### src/rtl/seven_seg_display_driver.sv
// seven_seg_display_driver
//
// Time-multiplexes an 8-bit value onto a four-digit common-anode
// seven-segment display. Each digit is lit for REFRESH_DIV clock cycles in
// turn (digit 0 is the rightmost). All outputs are registered.
//
// Optional feature macro: SEVENSEG_DECIMAL_EN
//   undefined : hex display, digit0 = low nibble, digit1 = high nibble,
//               digits 2/3 blank, BUSY_OUT tied low.
//   defined   : a sequential double-dabble converter turns the value into
//               ones/tens/hundreds with leading-zero blanking; digit3 blank.
//
// Ports
//   CLK            in   system clock, rising edge
//   RESET          in   synchronous, active-low reset
//   DATA_IN[7:0]   in   value to display
//   DOT_IN[3:0]    in   decimal-point request per digit, active-high
//   SEG_SELECT_OUT out  digit anode enables, active-low, bit0 = rightmost
//   HEX_OUT[7:0]   out  segment cathodes, active-low, {DP,G,F,E,D,C,B,A}
//   BUSY_OUT       out  converter running (decimal mode only)
module seven_seg_display_driver #(
  parameter int REFRESH_DIV = 100000
) (
  input  logic       CLK,
  input  logic       RESET,
  input  logic [7:0] DATA_IN,
  input  logic [3:0] DOT_IN,
  output logic [3:0] SEG_SELECT_OUT,
  output logic [7:0] HEX_OUT,
  output logic       BUSY_OUT
);

  localparam int CW = (REFRESH_DIV > 2) ? $clog2(REFRESH_DIV) : 1;
  localparam logic [CW-1:0] REFRESH_LAST = CW'(REFRESH_DIV - 1);

  // Active-low segment pattern {G..A} for one hex nibble.
  function automatic logic [6:0] seg_decode(input logic [3:0] nib);
    logic [6:0] seg;
    case (nib)
      4'h0:    seg = 7'h40;
      4'h1:    seg = 7'h79;
      4'h2:    seg = 7'h24;
      4'h3:    seg = 7'h30;
      4'h4:    seg = 7'h19;
      4'h5:    seg = 7'h12;
      4'h6:    seg = 7'h02;
      4'h7:    seg = 7'h78;
      4'h8:    seg = 7'h00;
      4'h9:    seg = 7'h10;
      4'hA:    seg = 7'h08;
      4'hB:    seg = 7'h03;
      4'hC:    seg = 7'h46;
      4'hD:    seg = 7'h21;
      4'hE:    seg = 7'h06;
      4'hF:    seg = 7'h0E;
      default: seg = 7'h7F;
    endcase
    return seg;
  endfunction

  logic [CW-1:0] refresh_cnt_q, refresh_cnt_d;
  logic [1:0]    idx_q, idx_d;
  logic [7:0]    disp_val_q, disp_val_d;
  logic [3:0]    seg_sel_q, seg_sel_d;
  logic [7:0]    hex_q, hex_d;
  logic          busy_q, busy_d;

  logic          conv_idle_s;
  logic          capture_s;
  logic [15:0]   dig_val_s;    // nibble per digit, digit n at [4n+3:4n]
  logic [3:0]    dig_blank_s;  // 1 = digit n is dark

`ifdef SEVENSEG_DECIMAL_EN
  typedef enum logic [1:0] {
    ST_IDLE  = 2'd0,
    ST_LOAD  = 2'd1,
    ST_SHIFT = 2'd2
  } conv_state_t;

  conv_state_t state_q, state_d;
  logic [7:0]  shift_q, shift_d;
  logic [11:0] bcd_q, bcd_d;
  logic [2:0]  bit_cnt_q, bit_cnt_d;
  logic [3:0]  ones_q, ones_d;
  logic [3:0]  tens_q, tens_d;
  logic [3:0]  hund_q, hund_d;
  logic [11:0] bcd_adj_s;
  logic [19:0] shifted_s;

  // Double-dabble correction: bump every BCD nibble >= 5 by 3 before shifting.
  function automatic logic [11:0] dabble_adjust(input logic [11:0] bcd);
    logic [11:0] r;
    for (int i = 0; i < 3; i++) begin
      if (bcd[i*4 +: 4] >= 4'd5) begin
        r[i*4 +: 4] = bcd[i*4 +: 4] + 4'd3;
      end else begin
        r[i*4 +: 4] = bcd[i*4 +: 4];
      end
    end
    return r;
  endfunction

  // Converter next state: LOAD once, then eight adjust-and-shift steps.
  always_comb begin
    state_d   = state_q;
    shift_d   = shift_q;
    bcd_d     = bcd_q;
    bit_cnt_d = bit_cnt_q;
    ones_d    = ones_q;
    tens_d    = tens_q;
    hund_d    = hund_q;
    bcd_adj_s = dabble_adjust(bcd_q);
    shifted_s = {bcd_adj_s, shift_q} << 1;
    case (state_q)
      ST_IDLE: begin
        if (capture_s) begin
          state_d = ST_LOAD;
        end else begin
          state_d = ST_IDLE;
        end
      end
      ST_LOAD: begin
        shift_d   = disp_val_q;
        bcd_d     = 12'h000;
        bit_cnt_d = 3'd0;
        state_d   = ST_SHIFT;
      end
      ST_SHIFT: begin
        bcd_d   = shifted_s[19:8];
        shift_d = shifted_s[7:0];
        if (bit_cnt_q == 3'd7) begin
          ones_d  = shifted_s[11:8];
          tens_d  = shifted_s[15:12];
          hund_d  = shifted_s[19:16];
          state_d = ST_IDLE;
        end else begin
          bit_cnt_d = bit_cnt_q + 3'd1;
        end
      end
      default: begin
        state_d = ST_IDLE;
      end
    endcase
  end

  // Converter registers.
  always_ff @(posedge CLK) begin
    if (!RESET) begin
      state_q   <= ST_IDLE;
      shift_q   <= 8'h00;
      bcd_q     <= 12'h000;
      bit_cnt_q <= 3'd0;
      ones_q    <= 4'h0;
      tens_q    <= 4'h0;
      hund_q    <= 4'h0;
    end else begin
      state_q   <= state_d;
      shift_q   <= shift_d;
      bcd_q     <= bcd_d;
      bit_cnt_q <= bit_cnt_d;
      ones_q    <= ones_d;
      tens_q    <= tens_d;
      hund_q    <= hund_d;
    end
  end

  // Digit contents and leading-zero blanking; ones is always lit.
  always_comb begin
    conv_idle_s = (state_q == ST_IDLE);
    busy_d      = (state_d != ST_IDLE);
    dig_val_s   = {4'h0, hund_q, tens_q, ones_q};
    dig_blank_s = {1'b1, (hund_q == 4'h0), (hund_q == 4'h0) && (tens_q == 4'h0), 1'b0};
  end
`else
  // Hex mapping: two nibbles on the right, upper digits dark.
  always_comb begin
    conv_idle_s = 1'b1;
    busy_d      = 1'b0;
    dig_val_s   = {8'h00, disp_val_q};
    dig_blank_s = 4'b1100;
  end
`endif

  // Capture, refresh timing and registered output decode.
  always_comb begin
    capture_s  = conv_idle_s && (DATA_IN != disp_val_q);
    disp_val_d = disp_val_q;
    if (capture_s) begin
      disp_val_d = DATA_IN;
    end else begin
      disp_val_d = disp_val_q;
    end

    refresh_cnt_d = refresh_cnt_q;
    idx_d         = idx_q;
    if (refresh_cnt_q == REFRESH_LAST) begin
      refresh_cnt_d = '0;
      idx_d         = idx_q + 2'd1;
    end else begin
      refresh_cnt_d = refresh_cnt_q + CW'(1);
    end

    seg_sel_d = ~(4'b0001 << idx_q);
    if (dig_blank_s[idx_q]) begin
      hex_d = {~DOT_IN[idx_q], 7'h7F};
    end else begin
      hex_d = {~DOT_IN[idx_q], seg_decode(dig_val_s[{idx_q, 2'b00} +: 4])};
    end
  end

  // Display value, refresh state and output registers.
  always_ff @(posedge CLK) begin
    if (!RESET) begin
      refresh_cnt_q <= '0;
      idx_q         <= 2'd0;
      disp_val_q    <= 8'h00;
      seg_sel_q     <= 4'hF;
      hex_q         <= 8'hFF;
      busy_q        <= 1'b0;
    end else begin
      refresh_cnt_q <= refresh_cnt_d;
      idx_q         <= idx_d;
      disp_val_q    <= disp_val_d;
      seg_sel_q     <= seg_sel_d;
      hex_q         <= hex_d;
      busy_q        <= busy_d;
    end
  end

  assign SEG_SELECT_OUT = seg_sel_q;
  assign HEX_OUT        = hex_q;
  assign BUSY_OUT       = busy_q;

endmodule

### config.mk
export PLATFORM = sky130hd
export DESIGN_NAME = seven_seg_display_driver
export DESIGN_NICKNAME = d
export VERILOG_FILES = /design/src/rtl/seven_seg_display_driver.sv
export SDC_FILE = /design/constraint.sdc
export NUM_CORES = 1
export LEC_CHECK = 0
export BUFFER_PORTS_ARGS = -buffer_cell sky130_fd_sc_hd__buf_4
export CAP_MARGIN = 20
export CORE_UTILIZATION = 55
export DETAILED_ROUTE_END_ITERATION = 6
export GPL_TIMING_DRIVEN = 0
export PLACE_DENSITY = 0.77
export SLEW_MARGIN = 25
export SYNTH_ARGS = -nofsm -noshare
export SYNTH_HDL_FRONTEND = slang
export SYNTH_SLANG_ARGS = --single-unit
export TNS_END_PERCENT = 30
### constraint.sdc
create_clock -name CLK -period 1.8 [get_ports CLK]
set_input_delay 0.36 -clock CLK [delete_from_list [all_inputs] [get_ports CLK]]
set_output_delay 0.36 -clock CLK [all_outputs]
set_load 0.02 [all_outputs]
; ---- Word level (Yosys, flattened, before mapping)
; Memories as Yosys holds them, arrays and structs flattened. A register that Yosys moved wholly into a read port is not among the register bits.
; Index checks and enable logic that the tools add are counted.
[word_totals]
output_inout_bits = 13
regBits = 32
inputBits = 14
mem_count = 1
rom_bits = 112
[classes]
magnitude_cmp = 1
muxes = 4
n_addsub = 2
bitwise = 3
n_reduce_logical = 2
n_eq_ne = 2
shift = 2
[mem_list]
columns = name, depth, word_bits, rd, rd_clocked_by_memory_dff, wr, line_no
row1 = (name not given), 16, 7, 1, 1, 0, 39  ; case (nib)
[ops]
columns = operator, count
row1 = $add A17 B1 Y17 const B, 1
row2 = $eq A17 B17 Y1 const B, 1
row3 = $shiftx A16 B5 Y4, 1
row4 = $ne A8 B8 Y1, 1
row5 = $bmux W1 S2, 2
row6 = $not A4 Y4, 1
row7 = $reduce_or A2 Y1, 2
row8 = $shl A1 B2 Y4 const A, 1
row9 = $lt A2 B3 Y1 const B, 1
row10 = $add A2 B1 Y2 const B, 1
row11 = $mux W1, 2
row12 = $not A1 Y1, 2

; ---- Longest topological paths before layout
[logic_depth]
ltp_word = 3
depth_mapped = 8

; ---- Worst setup path after synthesis
; OpenSTA, ideal clock, no wires.
[synth_timing]
path_type = reg-to-reg
from = register idx_q[0]
to = register hex_q[5] (netlist: HEX_OUT[5])
arrival_time_ns = 1.506
stages_incl_launch_ff = 7
path_slack_ns = 0.172
cell_sequence = dfxtp_1 buf_6 mux2i_1 nor2_1 inv_1 ha_1 a221o_1
[synth_via]
elab_chain_len = 3
word_cells_on_any_way = 4
cone_classes = shift: 1 / mux: 2 / reduce/logical: 1
[synth_lines]
columns = item, line_no
row1 = "start, declared", 62  ; logic [1:0] idx_q, idx_d;
row2 = "start signal, assigned", 222  ; idx_q <= idx_d;
row3 = branches (longest 3 deep; another with $shiftx A16 B5 Y4), n/a
row4 = "end signal, assigned", 218  ; hex_q <= 8'hFF;
row5 = "end signal, assigned", 225  ; hex_q <= hex_d;
row6 = "end, declared", 65  ; logic [7:0] hex_q, hex_d;
; Several ways; the timed one is not identified. The select of a mux whose other input is x is not followed.
; A chain may end at the register's enable or synchronous reset.

; ---- Final worst setup path
[layout_timing]
from = register idx_q[0]
to = register hex_q[6] (netlist: HEX_OUT[6])
; Same word-level chain as after synthesis.

==> summary.txt <==
Pwr
  – Pwr Total: 1.50 mW
  – Max VDD drop: 0.449 mV
  – Switch Pwr: 374 uW
  – P_leak: 0.857 nW
  – Clk pwr share: 28.2%
  – Pint: 1.13 mW
  – Net Sw Frac: 24.9%
  – Power per cell area: 709 mW/mm^2
  – Reg power frac: 60.6%
  – Comb pwr share: 11.2%

Yosys
  – Post-synthesis mux area share: 6.65%
  – Top post-synthesis cells by area: dfxtp_1, ha_1, mux2i_1
  – Synth Area in Simple Gates: 24.4%
  – Post-synthesis xor/xnor area fraction: 6.86%
  – Ys flop type: dfxtp_1
  – Async S/R FF share, synth: 0%
  – Synthesized instance count: 183
  – Synth cell count leaders: dfxtp_1, nor2_1, and2_1, ha_1, nand2_1
  – Post-Syn Area: 0.00179 sq mm
  – YS warnings: 0
  – Synth cell types: 41
  – Syn Area/Cell: 9.76 sq um
  – Yosys reg bits: 39
  – Post-synth EDFFs: 0
  – Seq/Total Area, Yosys: 43.7%
  – Share of the synthesized area in the top cell type: 43.7%
  – Post-Synth Adder-Cell Area: 7.70%
  – Count leader, synth: dfxtp_1
  – Main combinational cell family by area after synthesis: simple AND/OR/NAND/NOR gates
  – Compound-Gate Fraction of Synth Area: 6.30%
  – Net Count, Synth: 208
  – Synth area leader: dfxtp_1

Worst setup path
  – Critical path depth: 7
  – Critical Path Max Stage Delay: 0.38 ns
  – Critical Path RT: 2.03 ns
  – RR Startpoint: idx_q[0]$_SDFFE_PN0N_
  – FF-to-FF path depth: 7
  – Critical path's top delay family: flip-flops
  – Startpoint Class: register
  – R2R setup slack: 0.05 ns
  – FF-to-FF End: HEX_OUT[6]$_SDFF_PP1_
  – Slowest-stage cell, CP: dfxtp_4
  – Crit-path cells: buf_8, mux2i_2, nor2_4, ha_1, nand3_1, o21ai_1, a221o_1
  – Worst Setup Path Type: register to register
  – Arrival time worst endpoint: 1.98 ns
  – Max FO, Critical Path: 9
  – WP buf/inv: 1
  – Worst Setup SP: idx_q[0]$_SDFFE_PN0N_
  – CP endpoint kind: register

Finish
  – P&R area growth vs syn: 18.3%
  – Layout cells sized above 1: 25.3%
  – Non-filler cells in the finished layout: 261
  – Fillers: 257
  – Total Nets Final: 241
  – # diodes: 0
  – Post-route cell area: 0.00211 sq mm

Place
  – Dpl cell area: 0.00203 sq mm
  – DP Wirelength: 2600 um
  – Cells after DPL: 252
  – Buffers on Ports: 25
  – Post-placement setup slack: -0.103 ns
  – GPL Wtd Cong: 0.921

GRT
  – Routing usage on met2: 39.8%
  – Initial antenna violation count: 0
  – Largest net degree at the start of global routing: 12
  – GRT overflow: 0
  – Gr busiest metal: met2
  – Routing usage on met1: 23.8%
  – Total track usage: 22.6%
  – Vias in the first global route: 1449
  – GRT met3 Usage: 6.33%
  – First-pass GRT wire length: 5910 um

Drt
  – Aggregate routed wire length: 3510 um
  – DR iter-0 viols: 67
  – Drt drc: 0
  – Wirelength per Cell: 13.4 um
  – DR vias: 1423
  – First-pass iteration count of the detailed router: 4
  – ANT nets after route: 0
  – Vias/cell: 5.45

Floorplan
  – Die Ht: 59.0 um
  – IO Pins: 27
  – CORE AREA: 0.00308 sq mm
  – Chip width: 59.0 um
  – Die area: 0.00348 sq mm
  – Starting Density: 58.0%
  – Rows: 20

Timing
  – RSZ-0062 raised after global routing: yes
  – Final setup violating endpoints: 0
  – Max-slew violations: 0
  – Tmin final: 1.75 ns
  – Final hold vios: 0
  – Fin crit share: 97.0%
  – Worst setup margin: 0.0537 ns
  – Fmax: 573 MHz
  – Setup TNS: 0 ns
  – Final Skew: 0.00559 ns

Clock network
  – CTS clock-pin slew for the worst setup and hold paths: 0.11 ns
  – CTS buffer count: 5
  – Clock latency on the worst-skew pair: 0.34 ns
  – CTS max path bufs: 2
  – Hold buffer count at CTS: 0
  – H-Tree Depth: 2
  – Clk root buf: clkbuf_4
  – CTS tree: built
  – Clock sinks: 39

Min path
  – HP Start: DATA_IN[1]
  – Hold EP: disp_val_q[1]$_SDFFE_PN0P_
  – Hold Crit Class: primary input to register
  – Worst hold stages: 2

Status
  – Status: completed

Run
  – Max_cap viols: 0
power by group through the flow:
stage	clock, mW	sequential, mW	combinational [mW]
final	0.423	0.909	0.168
after floorplan	0	0.947	0.0778
after global placement	0	0.927	0.157
after CTS	0.436	0.910	0.164
after detailed placement	0	0.930	0.163
after global routing	0.482	0.914	0.182
state kept, by name, summed over array words and instances (netlist names):
signal and count:
idx_q 2, disp_val_q 8, refresh_cnt_q 17, HEX_OUT 8
SEG_SELECT_OUT 4
worst max path at each step:
stage                                              to  slack (ns)
after global routing            HEX_OUT[3]$_SDFF_PP1_       -0.03
after global placement          HEX_OUT[5]$_SDFF_PP1_       -0.01
after detailed placement        HEX_OUT[4]$_SDFF_PP1_       -0.10
final                           HEX_OUT[6]$_SDFF_PP1_        0.05
after CTS                 refresh_cnt_q[8]$_SDFF_PP0_       0.005
after floorplan                 HEX_OUT[5]$_SDFF_PP1_        0.17
cell type report:
class	count	area [sq um]	share of cell area (%)
Multi-Input combinational cell	131	948	44.9
Sequential cell	39	786	37.2
Timing Repair Buffer	26	195	9.23
Buffer	8	61.3	2.90
Tap cell	44	55.1	2.60
Clock buffer	7	45.0	2.13
Inverter	5	18.8	0.888
Clock inverter	1	5.00	0.237
per-layer routing:
metal  wire length [um]  vias up
met2               1920       48
met4                 36        0
li1                   -      698
met1               1380      671
met5                  0        -
met3                163        6
what timing repair did:
action                     4_1_cts  5_1_grt
setup endpoints to repair        5       15
buffers inserted                 0        1
resized for setup                3        7
through the flow:
step           util (%)  hold slack (ns)
6_report           68.7            0.214
5_1_grt            68.7            0.205
4_1_cts            67.8            0.203
3_5_place_dp       65.9            0.478
3_3_place_gp       65.9            0.459
2_1_floorplan         -            0.441
kinds of logic (layout without fill, tap and decap cells):
group	Yosys count	after routing
multiplexers	10	10
flip-flops	39	39
AO/OA/AOI/OAI	17	17
AND/OR/NAND/NOR	78	78
adder cells (fa/ha/maj)	11	11
XOR/XNOR	14	14
buffers and inverters	13	47
other	1	1
placed cells by master, fill, tap and decap left out, drive strengths merged:
master,Yosys,layout
dfxtp,39,39
buf,5,31
nor2,17,17
nand2,13,13
and2,11,11
ha,11,11
clkbuf,3,10
nand3,9,9
xor2,7,7
xnor2,7,7
mux2i,7,7
nand4,6,6
inv,5,5
nor3,5,5
a21oi,5,5
and3,5,5
o21ai,4,4
o221ai,3,3
nor2b,2,2
o31ai,2,2
a221o,2,2
and4,2,2
nor4,2,2
mux2,2,2
nor4b,2,2
or4,1,1
and4b,1,1
or2,1,1
or3,1,1
mux4,1,1
a31oi,1,1
conb,1,1
clkinv,0,1
Power figures use the tool's default switching activity.
